`config.mk`:
```
export PLATFORM = sky130hd
export DESIGN_NAME = time_date_counter
export DESIGN_NICKNAME = d
export VERILOG_FILES = /design/src/rtl/clock_pkg.sv /design/src/rtl/days_in_month.sv /design/src/rtl/time_date_counter.sv
export SDC_FILE = /design/constraint.sdc
export NUM_CORES = 1
export LEC_CHECK = 0
export ABC_AREA = 1
export CAP_MARGIN = 40
export CORE_UTILIZATION = 62
export CTS_CLUSTER_SIZE = 40
export DETAILED_ROUTE_END_ITERATION = 8
export HOLD_SLACK_MARGIN = 0.05
export PLACE_DENSITY = 0.86
export SYNTH_ARGS = -nofsm -noshare
export SYNTH_HDL_FRONTEND = slang
export SYNTH_SLANG_ARGS = --single-unit
export TNS_END_PERCENT = 50
```
`constraint.sdc`:
```
create_clock -name clk -period 7.5 [get_ports clk]
set_input_delay 0.75 -clock clk [delete_from_list [all_inputs] [get_ports clk]]
set_output_delay 0.75 -clock clk [all_outputs]
set_load 0.05 [all_outputs]
```
`src/rtl/clock_pkg.sv`:
```
// clock_pkg: field selectors, field limits and calendar helpers shared by the timekeeping datapath.
package clock_pkg;

    localparam logic [2:0] SEL_SEC   = 3'd0;
    localparam logic [2:0] SEL_MIN   = 3'd1;
    localparam logic [2:0] SEL_HOUR  = 3'd2;
    localparam logic [2:0] SEL_DAY   = 3'd3;
    localparam logic [2:0] SEL_MONTH = 3'd4;
    localparam logic [2:0] SEL_YEAR  = 3'd5;

    localparam int SEC_MAX   = 59;
    localparam int MIN_MAX   = 59;
    localparam int HOUR_MAX  = 23;
    localparam int MONTH_MAX = 12;
    localparam int YEAR_MAX  = 9999;

    function automatic logic is_leap(input logic [13:0] y);
        return (y[1:0] == 2'd0) && (((y % 14'd100) != 14'd0) || ((y % 14'd400) == 14'd0));
    endfunction

    // One edit step inside [lo, hi], wrapping at both ends.
    function automatic logic [13:0] wrap_step(input logic [13:0] v, input logic [13:0] lo,
                                              input logic [13:0] hi, input logic inc);
        return inc ? ((v >= hi) ? lo : v + 14'd1) : ((v <= lo) ? hi : v - 14'd1);
    endfunction

endpackage

```
`src/rtl/days_in_month.sv`:
```
// days_in_month: number of days in a month for a given year, leap-year aware.
module days_in_month
    import clock_pkg::*;
(
    input  logic [3:0]  month,
    input  logic [13:0] year,
    output logic [4:0]  dim
);

    always_comb begin
        dim = (month == 4'd2) ? (is_leap(year) ? 5'd29 : 5'd28) :
              (month == 4'd4 || month == 4'd6 || month == 4'd9 || month == 4'd11) ? 5'd30 : 5'd31;
    end

endmodule

```
`src/rtl/time_date_counter.sv`:
```
// time_date_counter: 1 Hz calendar counter with per-field up/down editing.
module time_date_counter
    import clock_pkg::*;
#(
    parameter int CLK_FREQ_HZ = 50_000_000,
    parameter int YEAR_RESET  = 2000
) (
    input  logic        clk,
    input  logic        rst,
    input  logic        en_1,
    input  logic        dem_chinh,
    input  logic [2:0]  select_item,
    input  logic        up,
    input  logic        down,
    output logic [5:0]  sec,
    output logic [5:0]  min,
    output logic [4:0]  hour,
    output logic [4:0]  day,
    output logic [3:0]  month,
    output logic [13:0] year,
    output logic        tick_1hz
);

    localparam int PW = $clog2(CLK_FREQ_HZ + 1);
    localparam logic [PW-1:0] PSC_MAX = PW'(CLK_FREQ_HZ - 1);

    logic [PW-1:0] psc;
    logic          counting, tick, edit;
    logic          c_s, c_m, c_h, c_d, c_mo;
    logic [4:0]    dim_cur, dim_new;
    logic [5:0]    sec_t, min_t, sec_e, min_e;
    logic [4:0]    hour_t, day_t, hour_e, day_e;
    logic [3:0]    month_t, month_e;
    logic [13:0]   year_t, year_e;

    days_in_month u_dim_cur (.month(month),   .year(year),   .dim(dim_cur));
    days_in_month u_dim_new (.month(month_e), .year(year_e), .dim(dim_new));

    always_comb begin
        counting = en_1 && !dem_chinh;
        tick     = counting && (psc == PSC_MAX);
        edit     = dem_chinh && (up ^ down);
        c_s      = sec == 6'(SEC_MAX);
        c_m      = c_s && (min == 6'(MIN_MAX));
        c_h      = c_m && (hour == 5'(HOUR_MAX));
        c_d      = c_h && (day >= dim_cur);
        c_mo     = c_d && (month == 4'(MONTH_MAX));
        sec_t    = c_s ? 6'd0 : sec + 6'd1;
        min_t    = !c_s ? min : (c_m ? 6'd0 : min + 6'd1);
        hour_t   = !c_m ? hour : (c_h ? 5'd0 : hour + 5'd1);
        day_t    = !c_h ? day : (c_d ? 5'd1 : day + 5'd1);
        month_t  = !c_d ? month : (c_mo ? 4'd1 : month + 4'd1);
        year_t   = !c_mo ? year : ((year == 14'(YEAR_MAX)) ? 14'd0 : year + 14'd1);
        sec_e    = (edit && select_item == SEL_SEC)
                 ? 6'(wrap_step(14'(sec), 14'd0, 14'(SEC_MAX), up)) : sec;
        min_e    = (edit && select_item == SEL_MIN)
                 ? 6'(wrap_step(14'(min), 14'd0, 14'(MIN_MAX), up)) : min;
        hour_e   = (edit && select_item == SEL_HOUR)
                 ? 5'(wrap_step(14'(hour), 14'd0, 14'(HOUR_MAX), up)) : hour;
        month_e  = (edit && select_item == SEL_MONTH)
                 ? 4'(wrap_step(14'(month), 14'd1, 14'(MONTH_MAX), up)) : month;
        year_e   = (edit && select_item == SEL_YEAR)
                 ? wrap_step(year, 14'd0, 14'(YEAR_MAX), up) : year;
        // Outside a day edit the day is clamped to the (possibly new) month length.
        day_e    = (edit && select_item == SEL_DAY)
                 ? 5'(wrap_step(14'(day), 14'd1, 14'(dim_cur), up))
                 : ((day > dim_new) ? dim_new : day);
    end

    always_ff @(posedge clk or negedge rst) begin
        if (!rst) begin
            psc      <= '0;
            tick_1hz <= 1'b0;
            sec      <= 6'd0;
            min      <= 6'd0;
            hour     <= 5'd0;
            day      <= 5'd1;
            month    <= 4'd1;
            year     <= 14'(YEAR_RESET);
        end else begin
            psc      <= (counting && !tick) ? psc + 1'b1 : '0;
            tick_1hz <= tick;
            sec      <= tick ? sec_t   : sec_e;
            min      <= tick ? min_t   : min_e;
            hour     <= tick ? hour_t  : hour_e;
            day      <= tick ? day_t   : day_e;
            month    <= tick ? month_t : month_e;
            year     <= tick ? year_t  : year_e;
        end
    end

endmodule

```
**After elaboration in Yosys (flattened, before gate mapping)**

Cells that the tools add are included.

- Output and inout bits: 41
- Register bits after elaboration: 67
- Word-level logic and storage cells: 160
- Bits of input ports: 9

- Bitwise logic cells: 1
- Magnitude comparators: 14
- Divide/modulo/power cells: 4
- Equal/unequal tests: 26
- Multiplexer cells: 49
- Add/subtract/negate cells: 18
- Reduce and logical (&&, ||, !) cells: 40

Operator list:

| operator | number |
|---|---|
| $mux 14 | 7 |
| $mux 5 | 17 |
| $mux 6 | 13 |
| $logic_not 14->1 | 2 |
| $mod 14x7->14 const B | 2 |
| $mod 14x9->14 const B | 2 |
| $mux 4 | 7 |
| $reduce_bool 14->1 | 2 |
| $add 26x1->26 const B | 1 |
| $eq 26x26->1 const B | 1 |
| $mux 26 | 1 |
| $add 6x1->6 const B | 4 |
| $add 5x1->5 const B | 4 |
| $eq 4x4->1 const B | 5 |
| $eq 4x3->1 const B | 4 |
| $logic_and 1x1->1 | 16 |
| $add 14x1->14 const B | 1 |
| $eq 14x14->1 const B | 1 |
| $ge 14x14->1 const B | 1 |
| $le 14x1->1 const B | 1 |
| $sub 14x1->14 const B | 1 |
| $eq 6x6->1 const B | 2 |
| $ge 6x6->1 const B | 2 |
| $le 6x1->1 const B | 2 |
| other kinds (25) | 53 |

**Depth between registers and ports, before layout**

Gate-level depths: netlist of run 1.

- Depth after elaboration: 14
- Depth in mapped cells: 64
- Gate-level depth less buffers: 62

**By module**

From an unflattened synthesis of run 1, not the netlist that was laid out.

- Cells, all modules: 1599
- Area total of the unflattened synthesis: 9600.5 um^2

Modules (own cells, without submodules):

| module | seq. area each (um^2) | cells an instance | times used | area an instance (um^2) |
|---|---|---|---|---|
| time_date_counter | 1686.6 | 1109 | 1 | 6687.7 |
| days_in_month | 0.0 | 245 | 2 | 1456.4 |

**Worst setup path after synthesis of run 1**

OpenSTA, ideal clock, no wires.

- Kind: reg-to-reg
- Start: reg year[1]
- End: reg day[4]
- Period minus slack after synthesis: 6.546 ns
- Stages on the path, launching flop included: 58
- Path buffers: 1
- Slack: 0.954 ns
- Setup time: 0.139 ns
- Required time: 7.361 ns
- Data arrival time: 6.407 ns
- Path through: dfrtp_1 ha_1 nand2_2 nor2_1 nand2_1 o21ai_1 nand2_1 nand2_1 nand2_1 nand2_2 nand2_4 nand2_2 inv_2 nand2_4 o211ai_2 or2_1 a21boi_2 nor2_2 [... 22 more ...] nand2_1 inv_2 ha_1 nor2_1 nand3_2 nand2_2 nand2_1 nand2_1 nand3_1 o21bai_2 a21oi_1 ha_1 nand2_1 o211ai_1 a31o_2 clkbuf_1 a221oi_1 a22oi_1

- Longest elaborated chain between the ends: 13
- Elaborated cells between the ends (all ways): 38
- Those cells by class: add/sub: 2; div: 4; order compare: 5; mux: 14; reduce/logical: 13

RTL lines:

| what | line | text |
|---|---|---|
| start, declared | time_date_counter.sv:20 | `output logic [13:0] year,` |
| start signal, assigned | time_date_counter.sv:79 | `year <= 14'(YEAR_RESET);` |
| start signal, assigned | time_date_counter.sv:88 | `year <= tick ? year_t : year_e;` |
| $sub 14x1->14 (tied with other cells) | clock_pkg.sv:24 | `return inc ? ((v >= hi) ? lo : v + 14'd1) : ((v <= lo) ? hi : v - 14'd1);` |
| $mux 14 (2 in series) | clock_pkg.sv:24 |  |
| $mux 14 | time_date_counter.sv:63 | `? wrap_step(year, 14'd0, 14'(YEAR_MAX), up) : year;` |
| $mod 14x7->14 / $mod 14x9->14 (equally long branches) | clock_pkg.sv:18 | `return (y[1:0] == 2'd0) && (((y % 14'd100) != 14'd0) \|\| ((y % 14'd400) == 14'd0));` |
| $reduce_bool 14->1 / $logic_not 14->1 (equally long branches) | clock_pkg.sv:18 |  |
| $logic_or 1x1->1 | clock_pkg.sv:18 |  |
| $logic_and 1x1->1 | clock_pkg.sv:18 |  |
| $mux 1 | days_in_month.sv:11 | `dim = (month == 4'd2) ? (is_leap(year) ? 5'd29 : 5'd28) :` |
| $mux 5 | days_in_month.sv:11 |  |
| $gt 5x5->1 | time_date_counter.sv:67 | `: ((day > dim_new) ? dim_new : day);` |
| $reduce_bool 3->1 (no line) | - |  |
| $reduce_and 2->1 (no line) | - |  |
| end signal, assigned | time_date_counter.sv:86 | `day <= tick ? day_t : day_e;` |
| end, declared | time_date_counter.sv:18 | `output logic [4:0] day,` |

Parallel ways exist; a longest one is shown, timed or not. The select of a mux whose other input is x is not followed.
A chain may end at the register's enable or synchronous reset.

**Final worst setup path of run 1**

- Start: in select_item[1]
- End: reg day[3]

- Longest elaborated chain between the ends: 12
- Elaborated cells between the ends (all ways): 31
- Those cells by class: div: 2; order compare: 1; eq/ne: 8; mux: 7; reduce/logical: 13

RTL lines:

| what | line | text |
|---|---|---|
| start, declared | time_date_counter.sv:12 | `input logic [2:0] select_item,` |
| $eq 3x3->1, on equally long branches | time_date_counter.sv:62, time_date_counter.sv:60 |  |
| $logic_and 1x1->1, on equally long branches | time_date_counter.sv:62, time_date_counter.sv:60 |  |
| $mux 14 / $mux 4 (equally long branches) | time_date_counter.sv:63, time_date_counter.sv:61 |  |
| $mod 14x7->14 (tied with other cells) | clock_pkg.sv:18 |  |
| $reduce_bool 14->1 (tied with other cells) | clock_pkg.sv:18 |  |
| $logic_or 1x1->1, on equally long branches | clock_pkg.sv:18, days_in_month.sv:12 |  |
| $logic_and 1x1->1 / $logic_or 1x1->1 (equally long branches) | clock_pkg.sv:18, days_in_month.sv:12 |  |
| $mux 1, on equally long branches | days_in_month.sv:11, days_in_month.sv:12 |  |
| $mux 5 | days_in_month.sv:11 |  |
| $gt 5x5->1 | time_date_counter.sv:67 |  |
| $reduce_bool 3->1 (no line) | - |  |
| $reduce_and 2->1 (no line) | - |  |

Parallel ways exist; a longest one is shown, timed or not.

==> results of run 1 <==
final cells by class:
type                            instances  area (sq um)
Multi-Input combinational cell       1005          5490
Fill cell                            1018          3120
Sequential cell                        67          1690
Timing Repair Buffer                   80           754
Inverter                              185           709
Clock buffer                            9           225
Tap cell                              168           210
Clock inverter                          7          61.3
worst max-delay path by stage:
stage | end | depth (start not counted)
CTS | day[4] | 50
detailed placement | day[4] | 50
floorplan | day[4] | 57
finish | day[3] | 51
global placement | day[2] | 50
global route | day[3] | 49
metrics by stage:
stage / TNS, ns / utilization [%] / cell area [sq um] / std cells / hold slack (ns)
finish: 0 / 74.5 / 9140 / 1521 / 0.388
global route: -0.146 / 74.5 / 9140 / 1521 / 0.402
CTS: 0 / 72.3 / 8860 / 1499 / 0.388
detailed placement: -0.0884 / 69.9 / 8580 / 1483 / 0.488
global placement: 0 / 69.7 / 8540 / 1481 / 0.449
floorplan: 0 / - / 7930 / 1283 / 0.433
routing by layer:
metal  up-vias  global-route usage [%]
li1       4378                       -
met1      3967                    43.7
met2       385                    54.8
met3        53                    5.38
met4         0                    9.87
met5         -                       0
flip-flops by register name (all words and copies together), names as in the netlist:
register,flops
day,5
year,14
psc,26
month,4
hour,5
tick_1hz,1
min,6
sec,6
synth_stat cells, drive strengths merged, types with 2 or more instances:
library cell  number
a211oi             4
a21boi             3
a21oi             57
a221oi             6
a22oi              7
a31oi             10
buf               11
clkbuf            15
clkinv             2
dfrtp             59
dfstp              8
ha                25
inv              183
nand2            355
nand3            124
nand4             28
nor2             161
nor3              30
nor4               4
o211ai            13
o21a               7
o21ai             90
o21bai             7
o221ai             8
o22ai             10
o311ai             2
o31ai              2
or2                5
xnor2              4
xor2              37
what timing repair did:
item                       in CTS  in global routing
setup buffers                   0                 22
setup endpoints to repair       0                 19
gates resized for setup         0                 32
cells by family after synthesis:
logic type,count (synthesis),synth area share (%)
AOI/OAI and AO/OA,232,17.9
xor gates and xnor gates,41,4.62
adders and majority gates,25,3.94
buffers and inverters,211,10.5
DFF,67,21.3
and+or+nand+nor,707,41.8
==> metrics.yaml, run 1 <==
most-common-layout-cells: "nand2_1 (293), inv_1 (158), nor2_1 (138)"
r2r_slack_ns: 0.60
hold_viol_final: 0
start_util_pct: 64.7
first_global_vias: 7589
synthesis.nets: 1317
r2r_end: "day[3]"
layout_commonest_cell: "nand2_1"
yosysSeqAreaShare_pct: 21.3
antenna_cells: 0
cp-end-kind: "flop"
status: "completed"
min_period_ns: 6.99
numCtsBuffers: 9
setup.worst_path.start: "select_item[1]"
die-area_sq_um: 13300
ys_top_cells_by_area: "dfrtp_1 (19%), nand2_1 (14%), inv_1 (7.6%), nand3_1 (7.1%), nor2_1 (6.7%)"
dieHeight_um: 115
cp_num_buf_inv: 6
crit_top_cell: "nand2_1"
vias: 8783
worst_pin_slew_ns: 0.728
worstSkewPairLatency_ns: 0.35
drive_above_1_share_pct: 15.3
drtIter0Drc: 782
critPathMaxFanout: 10
max_freq_mhz: 143
post_drt_wl_per_cell_um: 14.1
grtUsageTotal_pct: 32.8
drt-met1-wl_um: 9260
fin_skew_ns: 0.00555
slowest_delay_ns: 0.46
startpoint_type: "input port"
slew_violations: 0
synth_top_cell_by_area: "dfrtp_1"
reg2reg_from: "year[0]"
critical_path_arrival_ns: 7.20
wirelength_um: 21400
wl_met3_um: 1710
rows: 40
synth_cells: 1283
relSlewSlack_pct: 50.9
overflow: 0
critPathSlowestCell: "clkdlybuf4s50_1"
finalCritPeriodShare_pct: 93.2
avgSynthCellArea_sq_um: 6.18
cts.sinks: 67
cts_tree: "yes"
ff2ff_path_depth: 51
cts-root-buf: "clkbuf_16"
setup_violations: 0
synth_top_area_share_pct: 18.6
vias_per_cell: 5.77
clock_tree.buffer_depth: 2
ant_nets: 0
yosys_register_bits: 67
hold_path_class: "input port to async pin"
io_buffers: 49
place.gp.congestion: 0.943
top_layer: "met4"
ios: 50
drc: 0
clkTransAtPathRegs_ns: 0.06
synthDistinctLibCells: 55
maxCapViolCount: 0
ys.flop_type: "dfrtp_1"
wl_met2_um: 9960
setup_ws_ns: 0.512
areaGrowthSynthToFinish_pct: 15.2
h-tree-depth: 3
synthArstFlopShare_pct: 100
required_ns: 7.71
synth_edf_count: 0
dp_hpwl_um: 15900
yosysWarningCount: 0
nets: 1382
hold_buffers: 0
crit_family: "simple AND/OR/NAND/NOR gates"
place_ws_ns: -0.0742
antenna_found_initial: 0
grt_max_degree: 45
design.core.area_sq_um: 12300
firstDrtPassIters: 6
crit_type: "input port to flop"
synth_area_sq_um: 7930
grt_pass1_wl_um: 34800
die_w_um: 115
Power of run 1 is left out: the tool's default activity adds up to more than one toggle a clock period on the data nets, which glitch-free logic cannot reach.
==> run 2, diff against run 1 <==
--- a/config.mk
+++ b/config.mk
@@ -6,8 +6,9 @@
 export NUM_CORES = 1
 export LEC_CHECK = 0
 export ABC_AREA = 1
-export CAP_MARGIN = 40
+export CAP_MARGIN = 5
 export CORE_UTILIZATION = 62
+export CTS_CLUSTER_DIAMETER = 50
 export CTS_CLUSTER_SIZE = 40
 export DETAILED_ROUTE_END_ITERATION = 8
 export HOLD_SLACK_MARGIN = 0.05
@@ -15,4 +16,4 @@
 export SYNTH_ARGS = -nofsm -noshare
 export SYNTH_HDL_FRONTEND = slang
 export SYNTH_SLANG_ARGS = --single-unit
-export TNS_END_PERCENT = 50
+export TNS_END_PERCENT = 100
==> run 2 against run 1 <==
Against the previous run: utilization increased by 0.14 points; via count about the same; worst setup slack got worse by 0.033 ns; sequential cell count unchanged; global-route usage increased by 0.091 points; wire length increased by 1.3%; clock skew increased by 0.0029 ns; sequential share of layout area about the same; clock-buffer cell count increased by 1; cell count decreased by 0.26%.
==> metrics.yaml, run 2 (same netlist as run 1, synthesis figures left out) <==
crit_family: "simple AND/OR/NAND/NOR gates"
clock_tree.buffer_depth: 2
seq_area_sq_um: 1690
slowest_delay_ns: 0.43
h-tree-depth: 3
rows: 40
wirelength_um: 21700
cp_num_buf_inv: 7
vias: 8787
ant_nets: 0
crit_path_end: "day[0]"
drtIter0Drc: 766
status: "completed"
critical_path_arrival_ns: 7.31
dieHeight_um: 115
dp_hpwl_um: 15900
grt_use_met1_pct: 43.6
critPathSlowestCell: "clkdlybuf4s50_1"
finalCritPeriodShare_pct: 93.6
most-common-layout-cells: "nand2_1 (295), inv_1 (158), nor2_1 (137)"
hold_path_class: "flop to flop"
place.gp.congestion: 0.943
reg_top3: "psc x26, year x14"
maxCapViolCount: 0
numCtsBuffers: 9
design.core.area_sq_um: 12300
final_cell_area_sq_um: 9160
cp.depth: 53
fin_skew_ns: 0.00849
largest-register: "psc"
nets: 1378
die_w_um: 115
critPathMaxFanout: 12
vias_per_cell: 5.79
antenna_cells: 0
ff2ff_path_depth: 51
hold_buffers: 0
layout_commonest_cell: "nand2_1"
post_drt_wl_per_cell_um: 14.3
grtUsageTotal_pct: 32.9
min_period_ns: 7.02
firstDrtPassIters: 6
slew_violations: 0
setup_violations: 0
min-delay-start: "psc[12]"
ios: 50
cts_tree: "yes"
reg2reg_from: "year[9]"
relSlewSlack_pct: 35.8
dpl_cell_area_sq_um: 8540
grt_busiest_layer: "met2"
cts-root-buf: "clkbuf_16"
areaGrowthSynthToFinish_pct: 15.4
required_ns: 7.79
max_freq_mhz: 142
grt_pass1_wl_um: 34900
grt_max_degree: 68
fillers: 1010
multiInputGateArea_sq_um: 5490
drc: 0
r2r_end: "day[0]"
crit_top_cell: "nand2_1"
die-area_sq_um: 13300
io_buffers: 49
largest_reg_flops: 26
worstSkewPairLatency_ns: 0.35
clkTransAtPathRegs_ns: 0.06
met2_usage_pct: 54.3
crit_type: "input port to flop"
antenna_found_initial: 0
overflow: 0
cp-end-kind: "flop"
setup.worst_path.start: "select_item[1]"
startpoint_type: "input port"
r2r_slack_ns: 0.51
worst_pin_slew_ns: 0.953
cts.sinks: 67
met3_usage_pct: 5.32
hold_viol_final: 0
first_global_vias: 7611
start_util_pct: 64.7
drive_above_1_share_pct: 15.1
## run 2: changes by cell type in the layout (fill, tap and decap cells not counted), moves of 2 or more
cell / before / now
clkinv_4: 2 / 0
nand2_1: 293 / 295
bufinv_16: 0 / 3
buf_4: 27 / 25
## run 2: per-layer routing
layer  routed length, um  vias to the layer above
li1                    -                     4361
met1                9290                     3941
met2               10000                      414
met3                1810                       71
met4                 587                        0
met5                   0                        -
## run 2: through the flow
| stage | setup WS [ns] | hold slack (ns) | utilization [%] | std cells | TNS [ns] |
|---|---|---|---|---|---|
| after floorplan | 0.954 | 0.433 | - | 1283 | 0 |
| after global placement | 0.200 | 0.449 | 69.7 | 1481 | 0 |
| after detailed placement | -0.0785 | 0.488 | 69.7 | 1481 | -0.0970 |
| after CTS | 0.255 | 0.495 | 72.5 | 1497 | 0 |
| after global routing | -0.101 | 0.519 | 74.7 | 1517 | -0.106 |
| final | 0.479 | 0.491 | 74.7 | 1517 | 0 |
## run 2: area by class of cell
cell class | count | area share, %
flip-flops and latches | 67 | 18.5
multi-input cells | 1005 | 59.9
repair buffers | 76 | 7.75
clock buffers | 10 | 2.61
inverters | 185 | 7.75
clock inverters | 6 | 1.22
well taps | 168 | 2.30
## run 2: worst min path at each step
stage          slack (ns)  cells after the start  endpoint
3_5_place_dp         0.49                      1   psc[12]
2_1_floorplan        0.43                      1    psc[0]
5_1_grt              0.52                      1   psc[12]
3_3_place_gp         0.45                      1    psc[0]
4_1_cts              0.50                      1   psc[12]
6_report             0.49                      1   psc[12]
## run 2: repair_timing
item                       CTS  global route
gates resized for setup      0            33
setup endpoints to repair    0            23
setup buffers                0            20
Power of run 2 is left out for the same reason.
==> run 3, diff against run 2 <==
--- a/config.mk
+++ b/config.mk
@@ -12,8 +12,9 @@
 export CTS_CLUSTER_SIZE = 40
 export DETAILED_ROUTE_END_ITERATION = 8
 export HOLD_SLACK_MARGIN = 0.05
-export PLACE_DENSITY = 0.86
+export PLACE_DENSITY = 0.85
 export SYNTH_ARGS = -nofsm -noshare
 export SYNTH_HDL_FRONTEND = slang
+export SYNTH_HIERARCHICAL = 1
 export SYNTH_SLANG_ARGS = --single-unit
 export TNS_END_PERCENT = 100
==> constraint.sdc (replaced) <==
create_clock -name clk -period 8.6 [get_ports clk]
set_input_delay 0.86 -clock clk [delete_from_list [all_inputs] [get_ports clk]]
set_output_delay 0.86 -clock clk [all_outputs]
set_load 0.05 [all_outputs]
==> run 3 against run 2 <==
Against the previous run: cell count is 20% higher; highest routed layer unchanged; wire length is 14% higher; utilization is 5.7 points lower.
==> metrics.yaml, run 3 <==
drtIter0Drc: 985
min_period_ns: 7.21
hold_viol_final: 0
cts_resized: 0
status: "completed"
synthMuxAreaShare_pct: 0.209
areaGrowthSynthToFinish_pct: 8.76
cts_tree: "yes"
firstDrtPassIters: 6
die_w_um: 126
cts_setup_buffers: 0
first_global_vias: 9315
maxCapViolCount: 0
numCtsBuffers: 9
grt_max_degree: 68
post_drt_wl_per_cell_um: 13.6
synth_top_family_by_area: "simple AND/OR/NAND/NOR gates"
synthDistinctLibCells: 52
die-area_sq_um: 16000
r2r_end: "day[0]"
antenna_found_initial: 0
finalCritPeriodShare_pct: 83.9
overflow: 0
antenna_cells: 0
grt_pass1_wl_um: 42600
critPathMaxFanout: 26
slowest_delay_ns: 0.48
vias: 10300
multiInputGateArea_sq_um: 6910
reg_top3: "psc x26, year x14"
synthTopCellsByCount: "nand2_1 (473), nand3_1 (215), inv_1 (172)"
avgSynthCellArea_sq_um: 6.00
synth_compound_area_share_pct: 8.26
synth_cells: 1599
io_buffers: 49
min-delay-start: "psc[0]"
synth_top_area_share_pct: 18.5
worstHoldPathCells: 1
min_to: "psc[0]"
hold_path_class: "flop to flop"
h-tree-depth: 3
reg2reg_from: "year[0]"
fin_setup_tns_ns: 0
fin_skew_ns: 0.00877
cp-end-kind: "flop"
ff2ff_path_depth: 53
yosys_register_bits: 67
hold_buffers: 0
yosys.area_share.adder_pct: 3.52
synth_area_sq_um: 9600
ant_nets: 0
setup_violations: 0
slew_violations: 0
worstSkewPairLatency_ns: 0.34
largest_reg_flops: 26
max_freq_mhz: 139
clkTransAtPathRegs_ns: 0.06
cts.sinks: 67
place.gp.congestion: 0.954
design.core.area_sq_um: 15100
cts-root-buf: "clkbuf_16"
relSlewSlack_pct: 41.2
crit_top_cell: "nand2_1"
wirelength_um: 24900
critical_path_arrival_ns: 7.50
synth_top_cell_by_area: "nand2_1"
synthXorXnorAreaFrac_pct: 3.19
clock_tree.buffer_depth: 2
ys.flop_type: "dfrtp_1"
required_ns: 8.88
rows: 45
seq_area_sq_um: 1690
nets: 1664
most-common-layout-cells: "nand2_1 (473), nand3_1 (215), inv_1 (172)"
largest-register: "psc"
vias_per_cell: 5.65
worst_pin_slew_ns: 0.882
ys_top_cells_by_area: "nand2_1 (18%), dfrtp_1 (15%), nand3_1 (11%), inv_1 (6.7%), nor2_1 (6.6%)"
critPathSlowestCell: "a31oi_1"
setup.worst_path.start: "up"
drc: 0
synthSimpleGateAreaFrac_pct: 56.6
dieHeight_um: 126
startpoint_type: "input port"
synth_edf_count: 0
start_util_pct: 63.4
fillers: 1370
yosysSeqAreaShare_pct: 17.6
synth_most_common_cell: "nand2_1"
ios: 50
yosysWarningCount: 6
r2r_slack_ns: 1.85
crit_type: "input port to flop"
drive_above_1_share_pct: 13.7
dp_hpwl_um: 18700
grtUsageTotal_pct: 32.2
rsz0062_at_grt: "no"
layout_commonest_cell: "nand2_1"
synthArstFlopShare_pct: 100
## run 3: cell types whose count changed after synthesis, sizes merged, moves of 8 or more
cell,before,now
buf,11,29
a21oi,57,18
nand3,124,243
inv,183,207
nand2,355,552
and2,0,11
nor2,161,192
nand4,28,53
o21ai,90,81
o22ai,10,2
## run 3: stage by stage
stage	std cells	utilization [%]	cell area [sq um]	hold WS, ns	setup slack [ns]
2_1_floorplan	1603	-	9620	0.455	2.74
3_3_place_gp	1805	66.9	10100	0.496	1.49
3_5_place_dp	1805	66.9	10100	0.510	1.24
4_1_cts	1821	68.9	10400	0.518	1.50
5_1_grt	1821	68.9	10400	0.536	0.738
6_report	1821	68.9	10400	0.519	1.39
## run 3: worst max path at each step
stage	to	slack, ns	cells past startpoint
2_1_floorplan	day[1]	2.74	56
3_3_place_gp	day[0]	1.49	60
3_5_place_dp	day[0]	1.24	60
4_1_cts	day[0]	1.50	60
5_1_grt	day[0]	0.74	54
6_report	day[0]	1.39	56
## run 3: layout make-up
type / instances / area share [%]
well taps: 188 / 2.25
repair buffers: 53 / 4.94
multi-input cells: 1288 / 66.2
clock buffers: 10 / 2.29
clock inverters: 6 / 0.623
inverters: 209 / 7.54
flip-flops and latches: 67 / 16.2
## run 3: logic make-up (layout without fill, tap and decap cells)
group,Yosys count,after routing
and+or+nand+nor,1086,1086
buffers and inverters,248,278
AOI/OAI and AO/OA,132,132
DFF,67,67
xor gates and xnor gates,35,35
adders and majority gates,27,27
other,2,6
muxes,2,2
## run 3: routing by layer
layer	vias to the layer above	share of wire, %	track usage, %
li1	5222	-	-
met1	4629	46	43.7
met2	395	45	52.9
met3	41	7.8	4.39
met4	0	1.6	10.4
met5	-	0	0
## run 3: critical path, delay by kind of cell
family / cells / cell delay [ns]
AO/OA/AOI/OAI: 6 / 1.18
adder cells (fa/ha/maj): 1 / 0.19
AND/OR/NAND/NOR: 40 / 3.49
buffers and inverters: 9 / 1.69
Power of run 3 is left out for the same reason.
